===== config.mk =====
export PLATFORM = sky130hd
export DESIGN_NAME = instr_encoder_loader_flat
export DESIGN_NICKNAME = d
export VERILOG_FILES = /design/src/rtl/instr_encoder_loader_if.sv /design/src/rtl/instr_encoder_loader.sv /design/src/flat_wrapper.sv
export SDC_FILE = /design/constraint.sdc
export NUM_CORES = 1
export LEC_CHECK = 0
export BUFFER_PORTS_ARGS = -buffer_cell sky130_fd_sc_hd__buf_2
export CAP_MARGIN = 15
export CORE_MARGIN = 4
export CORE_UTILIZATION = 30
export CTS_BUF_LIST = sky130_fd_sc_hd__clkbuf_16
export DETAILED_ROUTE_END_ITERATION = 8
export MAX_ROUTING_LAYER = met4
export SYNTH_ARGS = -nofsm -noshare
export SYNTH_HDL_FRONTEND = slang
export SYNTH_SLANG_ARGS = --single-unit

===== constraint.sdc =====
create_clock -name clk -period 2.4 [get_ports clk]
set_input_delay 0.24 -clock clk [delete_from_list [all_inputs] [get_ports clk]]
set_output_delay 0.24 -clock clk [all_outputs]
set_load 0.01 [all_outputs]

===== src/rtl/instr_encoder_loader_if.sv =====
// Request and instruction-memory bundle for the program loader.
// slave is the loader side, master is the program source / memory side.
interface instr_encoder_loader_if #(
  parameter int ADDR_WIDTH = 8
) ();
  logic                  req_valid;
  logic                  req_ready;
  logic [3:0]            req_op;
  logic [4:0]            req_rs;
  logic [4:0]            req_rt;
  logic [4:0]            req_rd;
  logic [15:0]           req_imm;
  logic                  req_last;
  logic                  imem_we;
  logic                  imem_ready;
  logic [ADDR_WIDTH-1:0] imem_addr;
  logic [31:0]           imem_wdata;

  modport slave (
    input  req_valid, req_op, req_rs, req_rt,
    input  req_rd, req_imm, req_last, imem_ready,
    output req_ready, imem_we, imem_addr, imem_wdata
  );

  modport master (
    output req_valid, req_op, req_rs, req_rt,
    output req_rd, req_imm, req_last, imem_ready,
    input  req_ready, imem_we, imem_addr, imem_wdata
  );
endinterface


===== src/rtl/instr_encoder_loader.sv =====
// Encodes symbolic MIPS requests and streams the words into
// instruction memory through a small FIFO.
module instr_encoder_loader #(
  parameter int ADDR_WIDTH = 8,
  parameter int FIFO_DEPTH = 4,
  parameter int BASE_ADDR  = 0
) (
  input  logic                clk,
  input  logic                rst,
  instr_encoder_loader_if.slave bus,
  input  logic                restart,
  output logic [ADDR_WIDTH:0] words_written,
  output logic                err,
  output logic                done
);
  localparam int PW = $clog2(FIFO_DEPTH);

  typedef enum logic [1:0] {
    LOAD,
    DRAIN,
    DONE
  } state_t;

  state_t                state;
  logic [31:0]           mem [FIFO_DEPTH];
  logic [PW-1:0]         wptr;
  logic [PW-1:0]         rptr;
  logic [PW:0]           count;
  logic [ADDR_WIDTH-1:0] addr;
  logic                  full;
  logic                  empty;
  logic                  accept;
  logic                  legal;
  logic                  rtype;
  logic                  push;
  logic                  pop;
  logic [5:0]            funct;
  logic [5:0]            opcode;
  logic [31:0]           word;

  assign full  = (count == (PW+1)'(FIFO_DEPTH));
  assign empty = (count == '0);

  assign bus.req_ready  = (state == LOAD) && !full;
  assign bus.imem_we    = !empty;
  assign bus.imem_addr  = addr;
  assign bus.imem_wdata = mem[rptr];
  assign done           = (state == DONE);

  assign accept = bus.req_valid && bus.req_ready;
  assign push   = accept && legal;
  assign pop    = bus.imem_we && bus.imem_ready;

  always_comb begin
    legal  = 1'b1;
    rtype  = 1'b0;
    funct  = 6'h00;
    opcode = 6'h00;
    unique case (1'b1)
      bus.req_op == 4'd0: begin rtype = 1'b1; funct = 6'h20; end
      bus.req_op == 4'd1: begin rtype = 1'b1; funct = 6'h22; end
      bus.req_op == 4'd2: begin rtype = 1'b1; funct = 6'h24; end
      bus.req_op == 4'd3: begin rtype = 1'b1; funct = 6'h25; end
      bus.req_op == 4'd4: begin rtype = 1'b1; funct = 6'h2A; end
      bus.req_op == 4'd5: opcode = 6'h08;
      bus.req_op == 4'd6: opcode = 6'h23;
      bus.req_op == 4'd7: opcode = 6'h2B;
      bus.req_op == 4'd8: opcode = 6'h04;
      default:            legal = 1'b0;
    endcase
    if (rtype) begin
      word = {6'h00, bus.req_rs, bus.req_rt,
              bus.req_rd, 5'b0, funct};
    end else begin
      word = {opcode, bus.req_rs, bus.req_rt, bus.req_imm};
    end
  end

  always_ff @(posedge clk) begin
    if (push) begin
      mem[wptr] <= word;
    end
  end

  always_ff @(posedge clk) begin
    if (rst) begin
      state         <= LOAD;
      wptr          <= '0;
      rptr          <= '0;
      count         <= '0;
      addr          <= ADDR_WIDTH'(BASE_ADDR);
      words_written <= '0;
      err           <= 1'b0;
    end else begin
      if (push) begin
        wptr <= wptr + 1'b1;
      end
      if (pop) begin
        rptr <= rptr + 1'b1;
        addr <= addr + 1'b1;
        if (words_written != '1) begin
          words_written <= words_written + 1'b1;
        end
      end
      unique case ({push, pop})
        2'b10:   count <= count + 1'b1;
        2'b01:   count <= count - 1'b1;
        default: count <= count;
      endcase
      if (accept && !legal) begin
        err <= 1'b1;
      end
      unique case (state)
        LOAD: begin
          if (accept && bus.req_last) begin
            state <= DRAIN;
          end
        end
        DRAIN: begin
          if (empty) begin
            state <= DONE;
          end
        end
        DONE: begin
          if (restart) begin
            state         <= LOAD;
            addr          <= ADDR_WIDTH'(BASE_ADDR);
            words_written <= '0;
          end
        end
        default: state <= LOAD;
      endcase
    end
  end
endmodule

===== src/flat_wrapper.sv =====
// flat-port wrapper written by rule: the top's interface ports become plain ports
module instr_encoder_loader_flat 
#(
  parameter int ADDR_WIDTH = 8,
  parameter int FIFO_DEPTH = 4,
  parameter int BASE_ADDR  = 0
)
  (clk, rst, restart, words_written, err, done, bus_req_valid, bus_req_op, bus_req_rs, bus_req_rt, bus_req_rd, bus_req_imm, bus_req_last, bus_imem_ready, bus_req_ready, bus_imem_we, bus_imem_addr, bus_imem_wdata);
  instr_encoder_loader_if #(.ADDR_WIDTH(ADDR_WIDTH)) bus_i ();
  input  logic clk;
  input  logic rst;
  input  logic restart;
  output logic [ADDR_WIDTH:0] words_written;
  output logic err;
  output logic done;
  input wire logic [$bits(bus_i.req_valid)-1:0] bus_req_valid;
  input wire logic [$bits(bus_i.req_op)-1:0] bus_req_op;
  input wire logic [$bits(bus_i.req_rs)-1:0] bus_req_rs;
  input wire logic [$bits(bus_i.req_rt)-1:0] bus_req_rt;
  input wire logic [$bits(bus_i.req_rd)-1:0] bus_req_rd;
  input wire logic [$bits(bus_i.req_imm)-1:0] bus_req_imm;
  input wire logic [$bits(bus_i.req_last)-1:0] bus_req_last;
  input wire logic [$bits(bus_i.imem_ready)-1:0] bus_imem_ready;
  output wire logic [$bits(bus_i.req_ready)-1:0] bus_req_ready;
  output wire logic [$bits(bus_i.imem_we)-1:0] bus_imem_we;
  output wire logic [$bits(bus_i.imem_addr)-1:0] bus_imem_addr;
  output wire logic [$bits(bus_i.imem_wdata)-1:0] bus_imem_wdata;
  assign bus_i.req_valid = bus_req_valid;
  assign bus_i.req_op = bus_req_op;
  assign bus_i.req_rs = bus_req_rs;
  assign bus_i.req_rt = bus_req_rt;
  assign bus_i.req_rd = bus_req_rd;
  assign bus_i.req_imm = bus_req_imm;
  assign bus_i.req_last = bus_req_last;
  assign bus_i.imem_ready = bus_imem_ready;
  assign bus_req_ready = bus_i.req_ready;
  assign bus_imem_we = bus_i.imem_we;
  assign bus_imem_addr = bus_i.imem_addr;
  assign bus_imem_wdata = bus_i.imem_wdata;
  instr_encoder_loader #(.ADDR_WIDTH(ADDR_WIDTH), .FIFO_DEPTH(FIFO_DEPTH), .BASE_ADDR(BASE_ADDR)) u_core (.clk(clk), .rst(rst), .bus(bus_i), .restart(restart), .words_written(words_written), .err(err), .done(done));
endmodule

* Word level (Yosys, flattened, before mapping)
Memory sizes are Yosys's and may differ from the RTL's. A register that Yosys moved wholly into a read port is not among the register bits. Cells that the tools add are included.
Storage, ports and cells: bits in writable memories 128, word-level logic and storage cells 68, output and inout bits 53, input bits 41, memories 1, register bits after elaboration 27
Operators by class: reductions and logical operators 16, add/subtract/negate cells 6, muxes and demuxes 21, equality and inequality tests 17
Memories:
- u_core.mem | depth 4, bits a word 32, rd ports 1, clocked after Yosys merged registers in 1, wr ports 1, RTL line instr_encoder_loader.sv:25 | logic [31:0] mem [FIFO_DEPTH];
Operators by type and width (count):
- two-way mux 9 bit | 4
- two-way mux 32 bit | 1
- one-hot mux 6 bit (5 select lines) | 1
- two-way mux 8 bit | 3
- one-hot mux 6 bit (4 select lines) | 1
- equality test 4 x 3 -> 1 bit (second input constant) | 4
- two-way mux 2 bit | 5
- adder 9 x 1 -> 9 bit (second input constant) | 1
- inequality test 9 bit (second input constant) | 1
- OR reduction 9 bit | 1
- adder 8 x 1 -> 8 bit (second input constant) | 1
- equality test 4 x 2 -> 1 bit (second input constant) | 2
- logical AND 1 bit | 6
- one-hot mux 2 bit (3 select lines) | 1
- one-hot mux 3 bit (2 select lines) | 1
- OR reduction 5 bit | 1
- adder 2 x 1 -> 2 bit (second input constant) | 2
- equality test 2 x 1 -> 1 bit (second input constant) | 2
- equality test 2 bit (second input constant) | 2
- equality test 4 x 1 -> 1 bit (second input constant) | 1
- equality test 4 bit (second input constant) | 1
- logical NOT 4 bit | 1
- two-way mux 1 bit | 4
- inequality test 2 bit (second input constant) | 2
- 9 further kinds | 11

* Logic depth before layout (Yosys ltp)
depth after elaboration 7, depth in mapped cells 10, depth with buffers taken out 10

* Worst setup path before layout
Ideal clock, no wire load.
path kind reg-to-reg, from register u_core.count[0], to register u_core.count[2], library setup time 71 ps, path slack -28 ps, stages on the path, launching flop included 11, buffers on the path 0, data required time 2329 ps, arrival 2358 ps, period minus slack after synthesis 2428 ps, cell sequence dfxtp_1 or3b_1 and2_4 and3_4 inv_4 ha_1 inv_1 fa_1 xor2_1 or3_2 a21oi_1
On the way: word-level cells in the longest chain between the ends 7, elaborated cells between the ends (all ways) 14, those cells by class add/sub: 2; eq/ne: 3; mux: 1; reduce/logical: 8
Ends and longest elaborated chain:
- start, declared | RTL line instr_encoder_loader.sv:28 | logic [PW:0] count;
- start signal, assigned | RTL line instr_encoder_loader.sv:106 | 2'b10: count <= count + 1'b1;
- start signal, assigned | RTL line instr_encoder_loader.sv:107 | 2'b01: count <= count - 1'b1;
- start signal, assigned | RTL line instr_encoder_loader.sv:108 | default: count <= count;
- equality test 3 bit * | RTL line instr_encoder_loader.sv:41 | assign full = (count == (PW+1)'(FIFO_DEPTH));
- logical NOT 1 bit * | RTL line instr_encoder_loader.sv:44 | assign bus.req_ready = (state == LOAD) && !full;
- logical AND 1 bit * | RTL line instr_encoder_loader.sv:44
- net bus_req_ready | RTL line flat_wrapper.sv:24 | output wire logic [$bits(bus_i.req_ready)-1:0] bus_req_ready;
- logical AND 1 bit * | RTL line instr_encoder_loader.sv:50 | assign accept = bus.req_valid && bus.req_ready;
- logical AND 1 bit * | RTL line instr_encoder_loader.sv:51 | assign push = accept && legal;
- equality test 2 x 1 -> 1 bit / equality test 2 bit (equally long branches) | RTL line instr_encoder_loader.sv:105 | unique case ({push, pop})
- one-hot mux 3 bit (2 select lines) / nonzero test 2 bit (equally long branches)
The timed path passes the listed nets; every way through them passes the cells marked *. A chain may end at the register's enable or synchronous reset.

* Final worst setup path
from register u_core.count[0], to register u_core.count[2]
On the way: word-level cells in the longest chain between the ends 7, elaborated cells between the ends (all ways) 14, those cells by class add/sub: 2; eq/ne: 3; mux: 1; reduce/logical: 8
Ends and longest elaborated chain (RTL line):
- equality test 3 bit | instr_encoder_loader.sv:41
- logical NOT 1 bit | instr_encoder_loader.sv:44
- logical AND 1 bit | instr_encoder_loader.sv:44
- logical AND 1 bit | instr_encoder_loader.sv:50
- logical AND 1 bit | instr_encoder_loader.sv:51
- equality test 2 x 1 -> 1 bit / equality test 2 bit (equally long branches) | instr_encoder_loader.sv:105
- one-hot mux 3 bit (2 select lines) / nonzero test 2 bit (equally long branches)
Parallel ways exist; a longest one is shown, timed or not.

==> run_results.csv <==
group,metric,value,unit
power_and_ir_drop,combPwrFrac,21.9,%
power_and_ir_drop,swShare,26.64,%
final_layout,layout_commonest_cell,"edfxtp_1",
worst_setup_path,crit_fanout,3,
global_routing,grt_use_total,11.33,%
final_layout,synthToLayoutAreaGrowth,26.37,%
global_routing,grt_pass1_vias,3420,
cts,ctsLongestPathBuffers,2,
synth,avgSynthCellArea,17.17,um2
worst_setup_path,path_buf_inv,2,
route,drtIter0Drc,101,
synth,netlist.top_cell.by_area,"edfxtp_1",
run_status,status,"complete, no violations",
final_layout,finalNonFillerCells,725,
synth,synth_seq_area_share,70.03,%
job,drv_cap,0,
route,highest-signal-layer,"met4",
worst_setup_path,cp.arrival,2.66,ns
route,met3WireLength,662,um
synth,synthTopCellsByArea,"edfxtp_1, mux4_2, dfxtp_1, nor2_1, xor2_1",
timing,fin_setup_tns,0,ns
worst_setup_path,criticalPathCategory,"reg2reg",
global_routing,grt_overflow,0,
final_layout,antennaDiodeCount,0,
synth,ys_types,49,
synth,syn-num-nets,387,
cts,clk_pin_slew_worst_paths,0.06,ns
worst_setup_path,required,2.73,ns
global_routing,grt_pass1_wl,18300,um
cts,cts_tree,"yes",
cts,root_buffer,"clkbuf_16",
synth,netlist_area,5803,um2
synth,ys_ff_latch,145,
route,wl_per_cell,16.23,um
die,rows,50,
timing,finalCriticalPeriod,2.331,ns
route,wl_met2,6000,um
power_and_ir_drop,vdd_ir_drop_max,0.4607,mV
final_layout,nets,502,
route,avgViaCountPerCell,4.520,
route,drc,0,
die,die_w,147.1,um
die,coreArea,18890,um2
timing,slew_headroom,64.69,%
final_layout,drive_gt1_share,41.94,%
placement,place.gp.congestion,0.7988,
die,die_area,21630,um2
timing,slew_violations,0,
worst_setup_path,cp_slowest_cell,"or3b_1",
placement,port_buffers,92,
worst_setup_path,r2r_slack,0.07,ns
power_and_ir_drop,pwr-share-clk,36.8,%
route,num_vias,3277,
global_routing,antenna_found_initial,0,
worst_setup_path,cp_slowest_stage_delay,0.39,ns
timing,tightestPinTransition,0.5296,ns
global_routing,grt_max_degree,30,
timing,hold_violations,0,
timing,skew,0.01208,ns
power_and_ir_drop,leakage,2.655,nW
cts,cts_buffers,17,
die,die_h,147.1,um
die,start_util,30.72,%
power_and_ir_drop,power_switching,1.944,mW
synth,synth_top_area_share,60.03,%
worst_setup_path,worstPathCellList,"or3b_1 -> and2_4 -> and3_4 -> inv_4 -> ha_2 -> inv_1 -> fa_2 -> xor2_1 -> or3_4 -> a21oi_2",
cts,h-tree-depth,4,
worst_setup_path,end_kind,"flip-flop",
synth,synthCells,338,
placement,place_hpwl,7909,um
route,firstDrtPassIters,4,
timing,setup_viol,0,
cts,clock-sinks,145,
timing,fin_crit_sh,97.12,%
route,antenna_left,0,
route,met1_length,5008,um
final_layout,final_cell_mix,"edfxtp_1, buf_2, nor2_1, mux4_2, dfxtp_1",
power_and_ir_drop,p_seq_share,41.3,%
synth,synth_warnings,0,
worst_setup_path,crit_family,"simple AND/OR/NAND/NOR gates",
placement,dp_cells,693,
route,wl,11770,um
die,io_pins,94,
worst_setup_path,cp-start-kind,"flip-flop",
cts,clkLatencyLatePin,0.41,ns
timing,grt_setup_unrepaired,"true",
worst_hold_path,hold_class,"in2reg",
power_and_ir_drop,power.internal,5.352,mW
timing,fmax,0.4290,GHz
power_and_ir_drop,power-per-cell-area,994.8,nW/um2
[cell usage after synthesis (all sizes together)]
cell,count
edfxtp,116
nor2,31
dfxtp,29
o21ai,4
a311oi,1
clkbuf,6
a41oi,1
xnor2,4
xor2,13
nor2b,8
a31oi,2
nor3,2
mux2i,4
nand2,7
mux2,5
and4,1
o31ai,2
a21o,2
or2,2
and2,8
conb,1
nand2b,1
o2111ai,1
nand4,6
fa,1
or3,2
and3b,2
a22o,2
and3,5
o31a,1
o211ai,2
a21oi,5
nand3b,1
buf,11
a2111oi,1
a211oi,2
or3b,1
nand3,1
inv,8
ha,7
mux4,29
[per-stage QoR]
stage / util (%) / cell area, um2 / setup WS [ns] / hold WS (ns) / power [mW]
3_5_place_dp: 35.54 / 6714 / -0.03631 / 0.4563 / 4.699
2_1_floorplan: - / 5809 / 0.01832 / 0.3297 / 4.097
4_1_cts: 38.81 / 7333 / 0.05601 / 0.02174 / 7.424
5_1_grt: 38.81 / 7333 / -0.009227 / 0.03211 / 7.644
3_3_place_gp: 35.54 / 6714 / 0.02716 / 0.4466 / 4.660
6_report: 38.81 / 7333 / 0.06904 / 0.03986 / 7.295
[sequential cells by signal (all words and copies together) (netlist names), named ones only]
signal                cells
u_core.rptr               2
u_core.err                1
u_core.count              3
u_core.bus.imem_addr      8
u_core.mem              116
u_core.wptr               2
u_core.words_written      9
u_core.state              2
[worst register-to-register path, cell delays in order (launching register included)]
cell     delay, ns
dfxtp_1       0.30
or3b_1        0.39
and2_4        0.16
and3_4        0.17
inv_4         0.05
ha_2          0.17
inv_1         0.05
fa_2          0.33
xor2_1        0.16
or3_4         0.33
a21oi_2       0.13
[routing by layer]
metal  global-route usage [%]  up-vias
met1                    13.19     1642
met2                    18.87       92
met3                    3.732       11
met5                        -        -
li1                         -     1532
met4                    3.215        0
[cell families after synthesis]
| kind of cell | count (synthesis) | share of synthesized area, % |
|---|---|---|
| xor+xnor | 17 | 2.566 |
| simple gates | 78 | 7.137 |
| fa+ha+maj | 8 | 1.854 |
| buf+inv | 25 | 2.199 |
| flops | 145 | 70.03 |
| mux | 38 | 12.92 |
| compound gates | 26 | 3.234 |
| other cells | 1 | 0.06462 |
[power by group through the flow]
stage | Clock (mW) | Sequential (mW) | Combinational [mW]
after floorplan | 0 | 3.04 | 1.06
after global placement | 0 | 3.06 | 1.60
after detailed placement | 0 | 3.07 | 1.63
after CTS | 2.76 | 3.02 | 1.64
after global routing | 2.86 | 3.04 | 1.75
final | 2.68 | 3.02 | 1.59
[path summary, 6_finish.rpt]
check	start	to	cells after the start
setup / recovery	u_core.count[0]$_SDFFE_PP0P_	u_core.count[2]$_SDFFE_PP0P_	10
hold / removal	bus_req_rt[0]	u_core.mem[3][16]$_DFFE_PP_	1
setup reg to reg	u_core.count[0]$_SDFFE_PP0P_	u_core.count[2]$_SDFFE_PP0P_	10
hold reg to reg	u_core.state[1]$_SDFFE_PP0P_	u_core.state[0]$_SDFFE_PP0P_	1
[final cells by class]
cell class,count,area (um2)
Inverter,8,32.53
Timing Repair Buffer,113,680.7
Multi-Input combinational cell,168,1624
Clock inverter,14,178.9
Fill cell,1793,11560
Tap cell,260,325.3
Sequential cell,145,4066
Clock buffer,17,425.4
[repair_timing]
| item | CTS | global route |
|---|---|---|
| hold buffers | 0 | 0 |
| endpoints found under the setup margin | 1 | 1 |
| pin swaps | 2 | 0 |
| buffers inserted | 1 | 0 |
| resized for setup | 2 | 0 |
| hold endpoints to repair | 0 | 0 |
(Power assumes the default switching activity.)
